[src/rtl/cpu_pipeline_pkg.sv]
// Shared pipeline definitions: architectural width and per-barrier bundle layouts.
// Each barrier bundle packs its fields LSB-first at the listed offsets.
package cpu_pipeline_pkg;

  localparam int CPU_XLEN = 32;
  localparam int REG_IDX_W = 5;
  localparam int CTRL_W = 8;

  // IF/ID: {instr, pc}
  localparam int IF_ID_PC_LSB = 0;
  localparam int IF_ID_INSTR_LSB = IF_ID_PC_LSB + CPU_XLEN;
  localparam int IF_ID_W = IF_ID_INSTR_LSB + CPU_XLEN;

  // ID/EX: {ctrl, rd, imm, rs2Val, rs1Val, pc}
  localparam int ID_EX_PC_LSB = 0;
  localparam int ID_EX_RS1_LSB = ID_EX_PC_LSB + CPU_XLEN;
  localparam int ID_EX_RS2_LSB = ID_EX_RS1_LSB + CPU_XLEN;
  localparam int ID_EX_IMM_LSB = ID_EX_RS2_LSB + CPU_XLEN;
  localparam int ID_EX_RD_LSB = ID_EX_IMM_LSB + CPU_XLEN;
  localparam int ID_EX_CTRL_LSB = ID_EX_RD_LSB + REG_IDX_W;
  localparam int ID_EX_W = ID_EX_CTRL_LSB + CTRL_W;

  // EX/MEM: {ctrl, rd, rs2Val, aluResult}
  localparam int EX_MEM_ALU_LSB = 0;
  localparam int EX_MEM_RS2_LSB = EX_MEM_ALU_LSB + CPU_XLEN;
  localparam int EX_MEM_RD_LSB = EX_MEM_RS2_LSB + CPU_XLEN;
  localparam int EX_MEM_CTRL_LSB = EX_MEM_RD_LSB + REG_IDX_W;
  localparam int EX_MEM_W = EX_MEM_CTRL_LSB + CTRL_W;

  // MEM/WB: {ctrl, rd, wbData}
  localparam int MEM_WB_DATA_LSB = 0;
  localparam int MEM_WB_RD_LSB = MEM_WB_DATA_LSB + CPU_XLEN;
  localparam int MEM_WB_CTRL_LSB = MEM_WB_RD_LSB + REG_IDX_W;
  localparam int MEM_WB_W = MEM_WB_CTRL_LSB + CTRL_W;

endpackage

[src/rtl/skid_slot.sv]
// One valid+data holding register. clear wins over load; drain drops valid
// but keeps the data bits so the held value stays stable until replaced.
module skid_slot #(
  parameter int WIDTH = 32,
  parameter logic [WIDTH-1:0] RESET_VALUE = '0
) (
  input  logic             clk,
  input  logic             rst_n,
  input  logic             clear,
  input  logic             load,
  input  logic             drain,
  input  logic [WIDTH-1:0] loadData,
  output logic             valid,
  output logic [WIDTH-1:0] data
);

  always_ff @(posedge clk or negedge rst_n) begin
    if (!rst_n) begin
      valid <= 1'b0;
      data  <= RESET_VALUE;
    end else if (clear) begin
      valid <= 1'b0;
      data  <= RESET_VALUE;
    end else if (load) begin
      valid <= 1'b1;
      data  <= loadData;
    end else if (drain) begin
      valid <= 1'b0;
    end
  end

endmodule

[src/rtl/pipeline_barrier_skid.sv]
// Inter-stage barrier with valid/ready handshake, flush, 1-entry skid buffer
// and a saturating stall counter.
//
// Handshake: a bundle moves when valid and ready are both 1 at a rising clk
// edge; valid may not depend on ready, and inReady is a register output
// (~skidValid) so downstream back-pressure never reaches upstream combinationally.
module pipeline_barrier_skid
  import cpu_pipeline_pkg::*;
#(
  parameter int DATA_WIDTH = CPU_XLEN,
  parameter int COUNTER_WIDTH = 16,
  parameter logic [DATA_WIDTH-1:0] RESET_VALUE = '0
) (
  input  logic                     clk,
  input  logic                     rst_n,
  input  logic                     inValid,
  output logic                     inReady,
  input  logic [DATA_WIDTH-1:0]    inData,
  input  logic                     flush,
  output logic                     outValid,
  input  logic                     outReady,
  output logic [DATA_WIDTH-1:0]    outData,
  output logic [COUNTER_WIDTH-1:0] stallCount
);

  localparam logic [COUNTER_WIDTH-1:0] COUNT_MAX = '1;

  logic                  mainValid;
  logic [DATA_WIDTH-1:0] mainData;
  logic                  skidValid;
  logic [DATA_WIDTH-1:0] skidData;

  logic                  inXfer;
  logic                  mainFree;
  logic                  mainLoad;
  logic                  mainDrain;
  logic [DATA_WIDTH-1:0] mainLoadData;
  logic                  skidLoad;
  logic                  skidDrain;

  assign inReady  = ~skidValid;
  assign outValid = mainValid;
  assign outData  = mainData;

  always_comb begin
    inXfer       = inValid & inReady;
    // Main can take a new bundle this edge: it is empty or its bundle leaves.
    mainFree     = ~mainValid | outReady;
    // Skid has priority so older bundles always leave first.
    mainLoadData = skidValid ? skidData : inData;
    mainLoad     = ~flush & mainFree & (skidValid | inXfer);
    mainDrain    = ~flush & mainFree & ~skidValid & ~inXfer;
    skidLoad     = ~flush & ~mainFree & inXfer;
    skidDrain    = ~flush & mainFree & skidValid;
  end

  skid_slot #(
    .WIDTH       (DATA_WIDTH),
    .RESET_VALUE (RESET_VALUE)
  ) mainSlot (
    .clk      (clk),
    .rst_n    (rst_n),
    .clear    (flush),
    .load     (mainLoad),
    .drain    (mainDrain),
    .loadData (mainLoadData),
    .valid    (mainValid),
    .data     (mainData)
  );

  skid_slot #(
    .WIDTH       (DATA_WIDTH),
    .RESET_VALUE (RESET_VALUE)
  ) skidSlot (
    .clk      (clk),
    .rst_n    (rst_n),
    .clear    (flush),
    .load     (skidLoad),
    .drain    (skidDrain),
    .loadData (inData),
    .valid    (skidValid),
    .data     (skidData)
  );

  // Stall counter survives flush so it covers whole program runs.
  always_ff @(posedge clk or negedge rst_n) begin
    if (!rst_n) begin
      stallCount <= '0;
    end else if (mainValid && !outReady && (stallCount != COUNT_MAX)) begin
      stallCount <= stallCount + 1'b1;
    end
  end

endmodule
[config.mk]
export PLATFORM = sky130hd
export DESIGN_NAME = pipeline_barrier_skid
export DESIGN_NICKNAME = d
export VERILOG_FILES = /design/src/rtl/cpu_pipeline_pkg.sv /design/src/rtl/skid_slot.sv /design/src/rtl/pipeline_barrier_skid.sv
export SDC_FILE = /design/constraint.sdc
export NUM_CORES = 1
export LEC_CHECK = 0
export BUFFER_PORTS_ARGS = -buffer_cell sky130_fd_sc_hd__clkbuf_2
export CAP_MARGIN = 15
export CORE_AREA = 2 2 87 89
export CTS_CLUSTER_SIZE = 24
export DETAILED_ROUTE_END_ITERATION = 8
export DIE_AREA = 0 0 89 91
export PLACE_DENSITY = 0.79
export REMOVE_ABC_BUFFERS = 1
export SYNTH_ARGS = -nofsm -noshare
export SYNTH_HDL_FRONTEND = slang
export SYNTH_SLANG_ARGS = --single-unit
[constraint.sdc]
create_clock -name clk -period 2.6 [get_ports clk]
set_input_delay 0.52 -clock clk [delete_from_list [all_inputs] [get_ports clk]]
set_output_delay 0.52 -clock clk [all_outputs]
set_load 0.03 [all_outputs]
**Word level (Yosys, flattened, before mapping)**

Cells that the tools add are included.

- Flip-flop bits (word level): 82
- Input port bits: 37
- Output and inout bits: 50
- Word-level logic and storage cells: 40

- Add/sub/neg operators: 1
- Eq/ne operators: 1
- Muxes and demuxes: 11
- Bitwise operators: 15
- Reductions and logical operators: 7

Operators by type and width:

| operator | count |
|---|---|
| 32-bit two-way mux | 5 |
| 16-bit by 1-bit adder with 16-bit output (second input constant) | 1 |
| 16-bit inequality test (second input constant) | 1 |
| 1-bit bitwise AND | 8 |
| 1-bit two-way mux | 6 |
| 3-bit nonzero test | 2 |
| 1-bit inverter | 5 |
| 2-bit nonzero test | 2 |
| 1-bit logical AND | 2 |
| 1-bit bitwise OR | 2 |
| 1-bit logical NOT | 1 |

**Logic depth before layout (Yosys ltp)**

Gate-level depths: netlist of the first run.

- Word-level depth: 8
- Depth in mapped cells: 7
- Mapped depth without buffers: 5

**Hierarchy**

From an unflattened synthesis of the first run, not the netlist that was laid out.

- Cell total of the unflattened synthesis: 337
- Area, all modules: 4006.3 um2

By module, submodules not included:

| module | instances | cells each | area an instance (um2) | sequential area each (um2) |
|---|---|---|---|---|
| skid_slot | 2 | 108 | 1370.1 | 825.8 |
| pipeline_barrier_skid | 1 | 121 | 1266.2 | 400.4 |

**Worst setup path after synthesis of the first run**

Ideal clock, no wire load.

- Kind: flip-flop to flip-flop
- Start point: register stallCount[0]
- End point: register stallCount[14]
- Library setup time: 0.135 ns
- Arrival: 1.665 ns
- Data required time: 2.465 ns
- Setup slack: 0.799 ns
- Stages on the path, launching flop included: 6
- Path buffers: 0
- Period minus slack after synthesis: 1.801 ns
- Path through: dfrtp_1 -> ha_1 -> and3_1 -> a2111oi_2 -> nand3_1 -> xnor2_1

- Longest elaborated chain between the ends: 2
- Elaborated cells between the ends (all ways): 3
- Classes of those cells: add/sub: 1; eq/ne: 1; reduce/logical: 1

RTL lines:

| what | line | RTL |
|---|---|---|
| from (decl) | pipeline_barrier_skid.sv:23 | `output logic [COUNTER_WIDTH-1:0] stallCount` |
| from (signal assigned) | pipeline_barrier_skid.sv:90 | `stallCount <= stallCount + 1'b1;` |
| branches (longest 2 deep; another with 16-bit by 1-bit adder with 16-bit output) | - |  |

Several ways; the timed one is not identified.
A chain may end at the register's enable or synchronous reset.

**Worst setup path in the final report of the first run**

- Start point: register skidSlot.valid
- End point: output inReady

- Longest elaborated chain between the ends: 1

RTL lines:

| what | line | RTL |
|---|---|---|
| from (decl) | skid_slot.sv:13 | `output logic valid,` |
| from (signal assigned) | skid_slot.sv:19 | `valid <= 1'b0;` |
| from (signal assigned) | skid_slot.sv:22 | `valid <= 1'b0;` |
| from (signal assigned) | skid_slot.sv:25 | `valid <= 1'b1;` |
| 1-bit inverter | pipeline_barrier_skid.sv:41 | `assign inReady = ~skidValid;` |
| to (decl) | pipeline_barrier_skid.sv:17 | `output logic inReady,` |

Every way passes these cells.

==> results of run 1 <==
[where the power goes]
| group | leakage, nW | switching, mW | internal [mW] |
|---|---|---|---|
| clock network | 0.0921 | 0.441 | 0.437 |
| logic | 0.855 | 0.323 | 0.160 |
| registers | 1.11 | 0.0773 | 1.36 |
[cell type report]
type | instances | area, sq um
Clock buffer | 10 | 128
Clock inverter | 5 | 56.3
Fill cell | 613 | 2610
Inverter | 1 | 3.75
Multi-Input combinational cell | 252 | 1660
Sequential cell | 82 | 2050
Tap cell | 99 | 124
Timing Repair Buffer | 92 | 503
[cell families (layout without fill, tap and decap cells)]
logic type,Yosys count,in the layout,synth area share
mux,32,32,0.0839
compound gates,69,69,0.101
buf+inv,25,108,0.0285
simple gates,136,136,0.213
fa+ha+maj,1,1,0.00328
flops,82,82,0.538
xor+xnor,14,14,0.0321
[synth_stat cells (2+ instances only)]
cell type / instances / area, sq um
sky130_fd_sc_hd__clkbuf_1: 9 / 33.8
sky130_fd_sc_hd__nor3_1: 3 / 15.0
sky130_fd_sc_hd__nor4_1: 5 / 31.3
sky130_fd_sc_hd__nand2_1: 40 / 150
sky130_fd_sc_hd__buf_1: 3 / 11.3
sky130_fd_sc_hd__nand2b_1: 33 / 206
sky130_fd_sc_hd__xor2_1: 6 / 52.6
sky130_fd_sc_hd__and3_1: 2 / 12.5
sky130_fd_sc_hd__nand4_1: 6 / 37.5
sky130_fd_sc_hd__nor2_1: 4 / 15.0
sky130_fd_sc_hd__xnor2_1: 8 / 70.1
sky130_fd_sc_hd__nand3b_1: 33 / 248
sky130_fd_sc_hd__mux2i_1: 32 / 320
sky130_fd_sc_hd__o21ai_1: 64 / 320
sky130_fd_sc_hd__buf_2: 12 / 60.1
sky130_fd_sc_hd__dfrtp_1: 82 / 2050
sky130_fd_sc_hd__nand3_1: 4 / 20.0
[worst max-delay path, cell delays in order (launching register included)]
cell	delay, ns
sky130_fd_sc_hd__dfrtp_2	0.57
sky130_fd_sc_hd__buf_4	0.48
sky130_fd_sc_hd__inv_1	0.08
sky130_fd_sc_hd__clkbuf_2	0.19
[worst paths after layout]
check                                   from           endpoint  slack (ns)  depth (start not counted)
setup / recovery              skidSlot.valid            inReady        0.42                          3
hold / removal                         rst_n  mainSlot.data[17]        0.10                          1
setup reg to reg              skidSlot.valid  mainSlot.data[29]        0.59                          5
hold reg to reg            mainSlot.data[31]  mainSlot.data[31]        0.52                          2
max in group asynchronous              rst_n     skidSlot.valid        1.87                          2
min in group clk                   inData[6]   skidSlot.data[6]        0.39                          3
[layer usage]
layer	routed length, um	GRT usage	part of all wire
met1	3710	0.300	0.45
met2	3980	0.334	0.48
met3	398	0.0427	0.048
met4	158	0.0759	0.019
met5	0	0	0
[flip-flops by register name (all words and copies together), names as in the netlist]
signal / flops
mainSlot.data: 32
mainSlot.valid: 1
skidSlot.data: 32
skidSlot.valid: 1
stallCount: 16
[per-stage QoR]
step	hold slack, ns	cells	power, mW	TNS, ns
finish	0.103	541	2.80	0
global route	0.123	541	2.94	0
CTS	0.113	541	2.83	0
detailed placement	0.485	526	1.95	0
global placement	0.484	526	1.94	0
floorplan	0.224	335	1.75	-23.23
==> impl_metrics.prom, run 1 <==
# TYPE chip_impl_metric gauge
chip_impl_metric{name="postSynthCellCount",unit=""} 359
chip_impl_metric{name="postPlaceCellArea",unit="sq um"} 4340
chip_impl_metric{name="post-cts-setup-buffers",unit=""} 0
chip_impl_metric{name="clk_path_buf_depth",unit=""} 2
chip_impl_metric{name="yosysUniqueCellTypes",unit=""} 30
chip_impl_metric{name="power.density",unit="nW/um^2"} 619
chip_impl_info{name="crit_type",value="reg2out"} 1
chip_impl_metric{name="irDropWorstVdd",unit="V"} 0.000333
chip_impl_metric{name="cts.sinks",unit=""} 82
chip_impl_metric{name="final_antenna_net_count",unit=""} 0
chip_impl_metric{name="finalCritPeriodShare",unit=""} 0.840
chip_impl_info{name="startpoint_type",value="flip-flop"} 1
chip_impl_metric{name="cts.clk_slew.worst_paths",unit="ns"} 0.08
chip_impl_metric{name="grt_start_max_net_pins",unit=""} 68
chip_impl_metric{name="worstMarginPinSlew",unit="ns"} 0.582
chip_impl_metric{name="area.growth.synth_to_final",unit="%"} 18.6
chip_impl_metric{name="post_cts_hold_buffer_count",unit=""} 0
chip_impl_metric{name="setup_viol",unit=""} 0
chip_impl_info{name="ctsRootBufferMaster",value="sky130_fd_sc_hd__clkbuf_8"} 1
chip_impl_metric{name="core-area",unit="sq um"} 7140
chip_impl_metric{name="overflow",unit=""} 0
chip_impl_metric{name="final.setup.worst_slack",unit="ns"} 0.416
chip_impl_metric{name="number_of_detailed_routing_iterations_run_before_antenna_repair",unit=""} 5
chip_impl_metric{name="drt-total-wl",unit="um"} 8250
chip_impl_info{name="rsz0062_at_grt",value="no"} 1
chip_impl_metric{name="slew-limit-headroom",unit=""} 0.612
chip_impl_metric{name="drt_drc_violations_left",unit=""} 0
chip_impl_metric{name="final_design_area_no_fill",unit="sq um"} 4530
chip_impl_metric{name="synthesis.area_per_instance",unit="sq um"} 10.6
chip_impl_metric{name="cts-buffers-inserted",unit=""} 9
chip_impl_metric{name="io-pin-count",unit=""} 87
chip_impl_info{name="leading_cell_type_in_the_layout_fill_and_taps_excluded",value="sky130_fd_sc_hd__clkbuf_2"} 1
chip_impl_info{name="worstSetupEndpointType",value="output port"} 1
chip_impl_metric{name="max-cap-violations",unit=""} 0
chip_impl_metric{name="post_cts_repair_resize_count",unit=""} 0
chip_impl_metric{name="dr_total_vias",unit=""} 2901
chip_impl_metric{name="die_area",unit="sq um"} 8100
chip_impl_info{name="layout.cells.most_common_list",value="sky130_fd_sc_hd__clkbuf_2, sky130_fd_sc_hd__dfrtp_1, sky130_fd_sc_hd__o21ai_1"} 1
chip_impl_metric{name="via_per_instance_ratio",unit=""} 5.36
chip_impl_metric{name="synth_enable_flop_cells",unit=""} 0
chip_impl_metric{name="wire_per_inst",unit="um"} 15.2
chip_impl_metric{name="floorplan.rows",unit=""} 31
chip_impl_metric{name="crit_path_required_time",unit="ns"} 2.08
chip_impl_metric{name="starting_density_of_the_core",unit=""} 0.535
chip_impl_metric{name="max_freq",unit="MHz"} 458
chip_impl_metric{name="final-max-slew-violation-count",unit=""} 0
chip_impl_metric{name="floorplan.die.width",unit="um"} 89
chip_impl_metric{name="grt_use_total",unit=""} 0.215
chip_impl_metric{name="area_of_the_mapped_netlist",unit="sq um"} 3820
chip_impl_metric{name="gp_congestion",unit=""} 0.791
chip_impl_metric{name="crit_path_max_fanout",unit=""} 26
chip_impl_metric{name="timing.final.crit_period",unit="ns"} 2.18
chip_impl_info{name="outcome",value="finished clean"} 1
chip_impl_metric{name="grt_pass1_wl",unit="um"} 13600
chip_impl_metric{name="power.leakage",unit="nW"} 2.06
chip_impl_metric{name="insertion_delay",unit="ns"} 0.34
chip_impl_metric{name="drt_iter0_drc",unit=""} 141
chip_impl_metric{name="sequential_fraction_of_the_synthesis_area",unit=""} 0.538
chip_impl_metric{name="drive_gt1_frac",unit=""} 0.256
chip_impl_metric{name="clock_skew_after_layout",unit="ns"} 0.0120
chip_impl_metric{name="ys_seq_elements",unit=""} 82
chip_impl_metric{name="antenna_found_initial",unit=""} 0
chip_impl_metric{name="dieHeight",unit="um"} 91
chip_impl_metric{name="pre_cts_slack",unit="ns"} 0.558
chip_impl_metric{name="yosys_warnings",unit=""} 0
chip_impl_metric{name="numPortBuffers",unit=""} 86
chip_impl_metric{name="ys_async_sr_fraction",unit=""} 1.00
chip_impl_metric{name="nNetsFinal",unit=""} 476
chip_impl_metric{name="postLayoutCoreUtil",unit=""} 0.634
chip_impl_metric{name="dp.final_hpwl",unit="um"} 5590
chip_impl_metric{name="worst_ep_arrival_time",unit="ns"} 1.66
chip_impl_metric{name="h-tree-depth",unit=""} 3
chip_impl_metric{name="antennaDiodeCount",unit=""} 0
chip_impl_info{name="postSynth.topFlopCell",value="sky130_fd_sc_hd__dfrtp_1"} 1
chip_impl_metric{name="final-hold-violation-count",unit=""} 0
chip_impl_info{name="tritoncts",value="built"} 1
chip_impl_info{name="worst_hold_path_type",value="in2async"} 1
chip_impl_metric{name="first_global_vias",unit=""} 2824
Power figures use the tool's default switching activity.
==> inputs of run 2 (changes only) <==
--- a/config.mk
+++ b/config.mk
@@ -5,13 +5,14 @@
 export SDC_FILE = /design/constraint.sdc
 export NUM_CORES = 1
 export LEC_CHECK = 0
+export ABC_AREA = 1
 export BUFFER_PORTS_ARGS = -buffer_cell sky130_fd_sc_hd__clkbuf_2
 export CAP_MARGIN = 15
-export CORE_AREA = 2 2 87 89
+export CORE_AREA = 2 2 89 91
 export CTS_CLUSTER_SIZE = 24
 export DETAILED_ROUTE_END_ITERATION = 8
-export DIE_AREA = 0 0 89 91
-export PLACE_DENSITY = 0.79
+export DIE_AREA = 0 0 91 93
+export PLACE_DENSITY = 0.77
 export REMOVE_ABC_BUFFERS = 1
 export SYNTH_ARGS = -nofsm -noshare
 export SYNTH_HDL_FRONTEND = slang
==> constraint.sdc (replaced) <==
create_clock -name clk -period 2.1 [get_ports clk]
set_input_delay 0.42 -clock clk [delete_from_list [all_inputs] [get_ports clk]]
set_output_delay 0.42 -clock clk [all_outputs]
set_load 0.03 [all_outputs]
==> impl_metrics.prom, run 2 <==
# TYPE chip_impl_metric gauge
chip_impl_info{name="outcome",value="finished, violations left"} 1
chip_impl_info{name="violations",value="negative hold slack"} 1
chip_impl_metric{name="core-area",unit="sq um"} 7530
chip_impl_metric{name="area_of_the_mapped_netlist",unit="sq um"} 3910
chip_impl_metric{name="sequential_fraction_of_the_synthesis_area",unit=""} 0.525
chip_impl_metric{name="grt_use_total",unit=""} 0.215
chip_impl_metric{name="cts-buffers-inserted",unit=""} 9
chip_impl_metric{name="floorplan.rows",unit=""} 32
chip_impl_metric{name="synth_enable_flop_cells",unit=""} 0
chip_impl_info{name="synthTopCellsByArea",value="sky130_fd_sc_hd__dfrtp_1, sky130_fd_sc_hd__nand2_1, sky130_fd_sc_hd__nand3_1"} 1
chip_impl_info{name="crit_path_cell_trace",value="inv_2, clkbuf_2"} 1
chip_impl_metric{name="cts.sinks",unit=""} 82
chip_impl_info{name="layout_top_registers",value="mainSlot.data: 32 flops, skidSlot.data: 32 flops, stallCount: 16 flops"} 1
chip_impl_metric{name="post_cts_hold_buffer_count",unit=""} 0
chip_impl_metric{name="postSynthCellCount",unit=""} 479
chip_impl_metric{name="drt-total-wl",unit="um"} 8730
chip_impl_info{name="startpoint_type",value="flip-flop"} 1
chip_impl_metric{name="yosysUniqueCellTypes",unit=""} 24
chip_impl_metric{name="ys_seq_elements",unit=""} 82
chip_impl_metric{name="setup_viol",unit=""} 0
chip_impl_metric{name="cts.clk_slew.worst_paths",unit="ns"} 0.09
chip_impl_info{name="rsz0062_at_grt",value="no"} 1
chip_impl_info{name="yosys.area.top_type",value="sky130_fd_sc_hd__dfrtp_1"} 1
chip_impl_metric{name="power.density",unit="nW/um^2"} 765
chip_impl_metric{name="numPortBuffers",unit=""} 86
chip_impl_info{name="tritoncts",value="built"} 1
chip_impl_metric{name="timing.final.crit_period",unit="ns"} 1.72
chip_impl_metric{name="post_cts_repair_resize_count",unit=""} 0
chip_impl_info{name="leading_cell_type_in_the_layout_fill_and_taps_excluded",value="sky130_fd_sc_hd__nand2_1"} 1
chip_impl_metric{name="dieHeight",unit="um"} 93
chip_impl_metric{name="worst_ep_arrival_time",unit="ns"} 1.30
chip_impl_info{name="worst_r2r_startpoint",value="stallCount[0]"} 1
chip_impl_info{name="layout.cells.most_common_list",value="sky130_fd_sc_hd__nand2_1, sky130_fd_sc_hd__clkbuf_2, sky130_fd_sc_hd__dfrtp_1"} 1
chip_impl_metric{name="grt_pass1_wl",unit="um"} 14800
chip_impl_metric{name="number_of_detailed_routing_iterations_run_before_antenna_repair",unit=""} 4
chip_impl_info{name="postSynth.topFlopCell",value="sky130_fd_sc_hd__dfrtp_1"} 1
chip_impl_info{name="critPathTopFamily",value="buffers and inverters"} 1
chip_impl_metric{name="gp_congestion",unit=""} 0.821
chip_impl_info{name="ys_top_cells_by_count",value="sky130_fd_sc_hd__nand2_1, sky130_fd_sc_hd__dfrtp_1, sky130_fd_sc_hd__nand3_1"} 1
chip_impl_metric{name="ys_async_sr_fraction",unit=""} 1.00
chip_impl_metric{name="drt_drc_violations_left",unit=""} 0
chip_impl_metric{name="first_global_vias",unit=""} 3246
chip_impl_metric{name="antenna_found_initial",unit=""} 0
chip_impl_metric{name="seqPwrFrac",unit=""} 0.511
chip_impl_metric{name="clk_path_buf_depth",unit=""} 2
chip_impl_metric{name="reg2regPathDepth",unit=""} 7
chip_impl_metric{name="tns",unit="ns"} 0
chip_impl_metric{name="crit_path_max_fanout",unit=""} 22
chip_impl_metric{name="io-pin-count",unit=""} 87
chip_impl_metric{name="max_freq",unit="MHz"} 582
chip_impl_metric{name="drt_iter0_drc",unit=""} 189
chip_impl_metric{name="clock_skew_after_layout",unit="ns"} 0.0126
chip_impl_metric{name="drive_gt1_frac",unit=""} 0.223
chip_impl_metric{name="wire_per_inst",unit="um"} 13.2
chip_impl_metric{name="path_depth",unit=""} 2
chip_impl_metric{name="sw_frac_of_total",unit=""} 0.326
chip_impl_metric{name="crit_path_required_time",unit="ns"} 1.68
chip_impl_info{name="synthMostInstantiatedCell",value="sky130_fd_sc_hd__nand2_1"} 1
chip_impl_info{name="crit_slowest_cell",value="sky130_fd_sc_hd__dfrtp_1"} 1
chip_impl_metric{name="power.internal",unit="mW"} 2.37
chip_impl_metric{name="final-hold-violation-count",unit=""} 10
chip_impl_metric{name="worstMarginPinSlew",unit="ns"} 0.455
chip_impl_metric{name="die_area",unit="sq um"} 8460
chip_impl_metric{name="net-switching-power",unit="mW"} 1.15
chip_impl_metric{name="insertion_delay",unit="ns"} 0.36
chip_impl_metric{name="fin_total_pwr",unit="mW"} 3.52
chip_impl_metric{name="postLayoutCoreUtil",unit=""} 0.613
chip_impl_metric{name="worst_hold_check_slack",unit="ns"} -0.0127
chip_impl_metric{name="slew-limit-headroom",unit=""} 0.697
chip_impl_info{name="crit_type",value="reg2out"} 1
chip_impl_metric{name="combinational_group_share_of_total_power",unit=""} 0.185
chip_impl_metric{name="largest_stage_delay_on_the_critical_path",unit="ns"} 0.40
chip_impl_metric{name="overflow",unit=""} 0
chip_impl_info{name="worst_hold_path_type",value="in2async"} 1
chip_impl_metric{name="cp_num_buf_inv",unit=""} 2
chip_impl_metric{name="final.setup.worst_slack",unit="ns"} 0.381
chip_impl_metric{name="final_antenna_net_count",unit=""} 0
chip_impl_metric{name="h-tree-depth",unit=""} 3
chip_impl_info{name="worstSetupEndpointType",value="output port"} 1
chip_impl_metric{name="finalCritPeriodShare",unit=""} 0.818
chip_impl_metric{name="synthesis.area_per_instance",unit="sq um"} 8.16
chip_impl_metric{name="floorplan.die.width",unit="um"} 91
chip_impl_metric{name="post-cts-setup-buffers",unit=""} 0
chip_impl_metric{name="area.growth.synth_to_final",unit="%"} 18.0
chip_impl_metric{name="dp.final_hpwl",unit="um"} 5890
chip_impl_metric{name="final-max-slew-violation-count",unit=""} 0
chip_impl_metric{name="clock_power_share",unit=""} 0.304
chip_impl_info{name="regToRegEndpoint",value="stallCount[11]"} 1
chip_impl_metric{name="grt_start_max_net_pins",unit=""} 66
chip_impl_metric{name="pre_cts_slack",unit="ns"} 0.401
chip_impl_metric{name="antennaDiodeCount",unit=""} 0
chip_impl_metric{name="irDropWorstVdd",unit="V"} 0.000387
chip_impl_metric{name="max-cap-violations",unit=""} 0
chip_impl_metric{name="yosysTopAreaCellShare",unit=""} 0.525
chip_impl_metric{name="starting_density_of_the_core",unit=""} 0.519
chip_impl_metric{name="r2r_setup_slack",unit="ns"} 0.41
chip_impl_metric{name="yosys_warnings",unit=""} 0
chip_impl_metric{name="dr_total_vias",unit=""} 3437
chip_impl_metric{name="nNetsFinal",unit=""} 594
chip_impl_metric{name="power.leakage",unit="nW"} 2.28
chip_impl_info{name="ctsRootBufferMaster",value="sky130_fd_sc_hd__clkbuf_8"} 1
chip_impl_metric{name="via_per_instance_ratio",unit=""} 5.18
## run 2: cell families (layout without fill, tap and decap cells)
kind of cell             after synthesis  count (layout)  share of synthesized area
buffers and inverters                 77             159                     0.0816
flip-flops                            82              82                      0.525
AND/OR/NAND/NOR                      213             213                      0.244
XOR/XNOR                               7               7                     0.0157
adder cells (fa/ha/maj)                1               1                    0.00320
AO/OA/AOI/OAI                         99              99                      0.130
## run 2: final cells by class
class / instances / area (sq um)
timing repair buffer: 95 / 526
fill: 712 / 2920
sequential: 82 / 2050
clock buffer: 10 / 138
inverter: 48 / 180
multi-input combinational: 320 / 1540
clock inverter: 6 / 50.0
tap: 102 / 128
## run 2: layer usage
layer  routed length, um  global-route usage  vias up
met3                 475              0.0604       12
met2                4200               0.354       88
li1                    -                   -     1717
met5                   0                   0        -
met1                3890               0.273     1620
met4                 162              0.0795        0
## run 2: how the worst max path moves through the flow
stage | start | to | slack, ns
finish | skidSlot.valid | inReady | 0.38
global route | stallCount[0] | stallCount[0] | 0.22
CTS | stallCount[0] | stallCount[11] | 0.39
detailed placement | stallCount[0] | stallCount[11] | 0.40
global placement | outReady | skidSlot.data[11] | 0.51
floorplan | flush | mainSlot.data[0] | -1.45
## run 2: metrics by stage
stage	instances	instance area [sq um]
2_1_floorplan	450	3770
3_3_place_gp	647	4420
3_5_place_dp	647	4420
4_1_cts	663	4610
5_1_grt	663	4610
6_report	663	4610
## run 2: power groups by stage
stage / Sequential (mW) / Clock (mW) / Combinational (mW)
2_1_floorplan: 1.99 / 0 / 0.246
3_3_place_gp: 1.82 / 0 / 0.643
3_5_place_dp: 1.83 / 0 / 0.657
4_1_cts: 1.80 / 1.09 / 0.659
5_1_grt: 1.82 / 1.16 / 0.726
6_report: 1.80 / 1.07 / 0.652
==> inputs of run 3 (changes only) <==
--- a/config.mk
+++ b/config.mk
@@ -5,14 +5,14 @@
 export SDC_FILE = /design/constraint.sdc
 export NUM_CORES = 1
 export LEC_CHECK = 0
-export ABC_AREA = 1
+export ABC_AREA = 0
 export BUFFER_PORTS_ARGS = -buffer_cell sky130_fd_sc_hd__clkbuf_2
 export CAP_MARGIN = 15
-export CORE_AREA = 2 2 89 91
+export CORE_AREA = 2 2 88 90
 export CTS_CLUSTER_SIZE = 24
 export DETAILED_ROUTE_END_ITERATION = 8
-export DIE_AREA = 0 0 91 93
-export PLACE_DENSITY = 0.77
+export DIE_AREA = 0 0 90 92
+export PLACE_DENSITY = 0.78
 export REMOVE_ABC_BUFFERS = 1
 export SYNTH_ARGS = -nofsm -noshare
 export SYNTH_HDL_FRONTEND = slang
==> constraint.sdc (replaced) <==
create_clock -name clk -period 1.72 [get_ports clk]
set_input_delay 0.344 -clock clk [delete_from_list [all_inputs] [get_ports clk]]
set_output_delay 0.344 -clock clk [all_outputs]
set_load 0.03 [all_outputs]
==> impl_metrics.prom, run 3 (synthesis results as in run 1) <==
# TYPE chip_impl_metric gauge
chip_impl_metric{name="core-area",unit="sq um"} 7450
chip_impl_metric{name="timing.final.crit_period",unit="ns"} 1.65
chip_impl_metric{name="power.internal",unit="mW"} 3.36
chip_impl_metric{name="worst_ep_arrival_time",unit="ns"} 1.87
chip_impl_metric{name="final-max-slew-violation-count",unit=""} 0
chip_impl_metric{name="pre_cts_slack",unit="ns"} 0.107
chip_impl_metric{name="combinational_group_share_of_total_power",unit=""} 0.176
chip_impl_metric{name="power.leakage",unit="nW"} 2.18
chip_impl_metric{name="insertion_delay",unit="ns"} 0.34
chip_impl_metric{name="crit_path_required_time",unit="ns"} 1.93
chip_impl_metric{name="grt_use_total",unit=""} 0.211
chip_impl_metric{name="floorplan.die.width",unit="um"} 90
chip_impl_metric{name="dieHeight",unit="um"} 92
chip_impl_metric{name="drt_drc_violations_left",unit=""} 0
chip_impl_metric{name="number_of_detailed_routing_iterations_run_before_antenna_repair",unit=""} 5
chip_impl_metric{name="nNetsFinal",unit=""} 492
chip_impl_metric{name="drt_iter0_drc",unit=""} 164
chip_impl_metric{name="dr_total_vias",unit=""} 2932
chip_impl_metric{name="grt_start_max_net_pins",unit=""} 65
chip_impl_metric{name="irDropWorstVdd",unit="V"} 0.000545
chip_impl_metric{name="power.density",unit="nW/um^2"} 984
chip_impl_info{name="layout_top_registers",value="mainSlot.data: 32 flops, skidSlot.data: 32 flops, stallCount: 16 flops"} 1
chip_impl_metric{name="h-tree-depth",unit=""} 3
chip_impl_metric{name="drive_gt1_frac",unit=""} 0.294
chip_impl_metric{name="dp.final_hpwl",unit="um"} 5580
chip_impl_metric{name="cts.sinks",unit=""} 82
chip_impl_metric{name="gp_congestion",unit=""} 0.851
chip_impl_metric{name="worstMarginPinSlew",unit="ns"} 0.516
chip_impl_metric{name="seqPwrFrac",unit=""} 0.462
chip_impl_info{name="startpoint_type",value="flip-flop"} 1
chip_impl_metric{name="clock_skew_after_layout",unit="ns"} 0.00945
chip_impl_metric{name="final.setup.worst_slack",unit="ns"} 0.0668
chip_impl_metric{name="net-switching-power",unit="mW"} 1.34
chip_impl_metric{name="postPlaceCellArea",unit="sq um"} 4480
chip_impl_info{name="ctsRootBufferMaster",value="sky130_fd_sc_hd__clkbuf_8"} 1
chip_impl_metric{name="slew-limit-headroom",unit=""} 0.653
chip_impl_metric{name="cts-buffers-inserted",unit=""} 9
chip_impl_metric{name="fillCellCount",unit=""} 628
chip_impl_metric{name="first_global_vias",unit=""} 2930
chip_impl_metric{name="starting_density_of_the_core",unit=""} 0.513
chip_impl_metric{name="drt-total-wl",unit="um"} 8300
chip_impl_info{name="worstSetupEndpointType",value="flip-flop"} 1
chip_impl_metric{name="worst_hold_check_slack",unit="ns"} 0.209
chip_impl_info{name="leading_cell_type_in_the_layout_fill_and_taps_excluded",value="sky130_fd_sc_hd__clkbuf_2"} 1
chip_impl_metric{name="grt_pass1_wl",unit="um"} 14100
chip_impl_metric{name="via_per_instance_ratio",unit=""} 5.23
chip_impl_metric{name="final_antenna_net_count",unit=""} 0
chip_impl_metric{name="area.growth.synth_to_final",unit="%"} 25.1
chip_impl_metric{name="final_design_area_no_fill",unit="sq um"} 4780
chip_impl_metric{name="die_area",unit="sq um"} 8280
chip_impl_metric{name="io-pin-count",unit=""} 87
chip_impl_metric{name="max_freq",unit="MHz"} 605
chip_impl_metric{name="antenna_found_initial",unit=""} 0
chip_impl_info{name="crit_type",value="reg2reg"} 1
chip_impl_metric{name="final-hold-violation-count",unit=""} 0
chip_impl_metric{name="crit_path_max_fanout",unit=""} 64
chip_impl_metric{name="antennaDiodeCount",unit=""} 0
chip_impl_metric{name="floorplan.rows",unit=""} 32
chip_impl_metric{name="max-cap-violations",unit=""} 0
chip_impl_metric{name="sw_frac_of_total",unit=""} 0.284
chip_impl_metric{name="fin_total_pwr",unit="mW"} 4.70
chip_impl_info{name="worst_hold_path_type",value="in2reg"} 1
chip_impl_metric{name="overflow",unit=""} 0
chip_impl_info{name="layout.cells.most_common_list",value="sky130_fd_sc_hd__clkbuf_2, sky130_fd_sc_hd__dfrtp_1, sky130_fd_sc_hd__o21ai_1"} 1
chip_impl_metric{name="cts.clk_slew.worst_paths",unit="ns"} 0.09
chip_impl_metric{name="setup_viol",unit=""} 0
chip_impl_metric{name="clk_path_buf_depth",unit=""} 2
chip_impl_info{name="rsz0062_at_grt",value="no"} 1
chip_impl_metric{name="wire_per_inst",unit="um"} 14.8
chip_impl_metric{name="clock_power_share",unit=""} 0.363
chip_impl_metric{name="numPortBuffers",unit=""} 86
chip_impl_info{name="tritoncts",value="built"} 1
chip_impl_info{name="outcome",value="finished clean"} 1
chip_impl_metric{name="finalCritPeriodShare",unit=""} 0.961
[run 3: per-layer routing]
metal	up-vias	routed length, um	global-route usage
met3	16	288	0.0337
met4	0	176	0.0859
li1	1438	-	-
met2	68	4050	0.335
met5	-	0	0
met1	1410	3780	0.291
[run 3: worst max-delay path: stages, from the launching register on]
cell	delay, ns
sky130_fd_sc_hd__dfrtp_1	0.43
sky130_fd_sc_hd__nor2b_1	0.16
sky130_fd_sc_hd__or3_2	0.48
sky130_fd_sc_hd__buf_12	0.20
sky130_fd_sc_hd__nand3b_1	0.12
sky130_fd_sc_hd__o21ai_1	0.08
[run 3: power groups by stage]
| stage | clock network (mW) | logic [mW] | registers [mW] |
|---|---|---|---|
| 2_1_floorplan | 0 | 0.220 | 2.42 |
| 3_3_place_gp | 0 | 0.803 | 2.19 |
| 3_5_place_dp | 0 | 0.823 | 2.20 |
| 4_1_cts | 1.74 | 0.829 | 2.16 |
| 5_1_grt | 1.83 | 0.892 | 2.19 |
| 6_report | 1.71 | 0.826 | 2.17 |
[run 3: repair_timing]
item	in CTS	in global routing
hold buffers	1	0
setup buffers	0	1
endpoints found under the setup margin	0	10
gates resized for setup	0	7
hold endpoints to repair	29	0
[run 3: stage by stage]
| step | util | std cells | TNS [ns] |
|---|---|---|---|
| after detailed placement | 0.601 | 543 | 0 |
| after floorplan | - | 335 | -80.05 |
| final | 0.641 | 561 | 0 |
| after global placement | 0.601 | 543 | 0 |
| after global routing | 0.641 | 561 | 0 |
| after CTS | 0.636 | 560 | 0 |
[run 3: area by class of cell]
cell class              count  area, sq um  area share
well taps                 102          128      0.0267
repair buffers            108          651       0.136
clock inverters             6          113      0.0236
multi-input cells         252         1690       0.353
inverters                   1         3.75    0.000786
clock buffers              10          138      0.0288
flip-flops and latches     82         2060       0.431
[run 3: final timing paths]
check	start	to	slack, ns	depth (start not counted)
max	mainSlot.valid	mainSlot.data[21]	0.07	5
min	inData[4]	skidSlot.data[4]	0.21	3
max reg2reg	mainSlot.valid	mainSlot.data[21]	0.07	5
min reg2reg	mainSlot.data[6]	mainSlot.data[6]	0.52	2
max in group asynchronous	rst_n	skidSlot.data[10]	0.67	3
min in group asynchronous	rst_n	mainSlot.data[13]	0.51	2
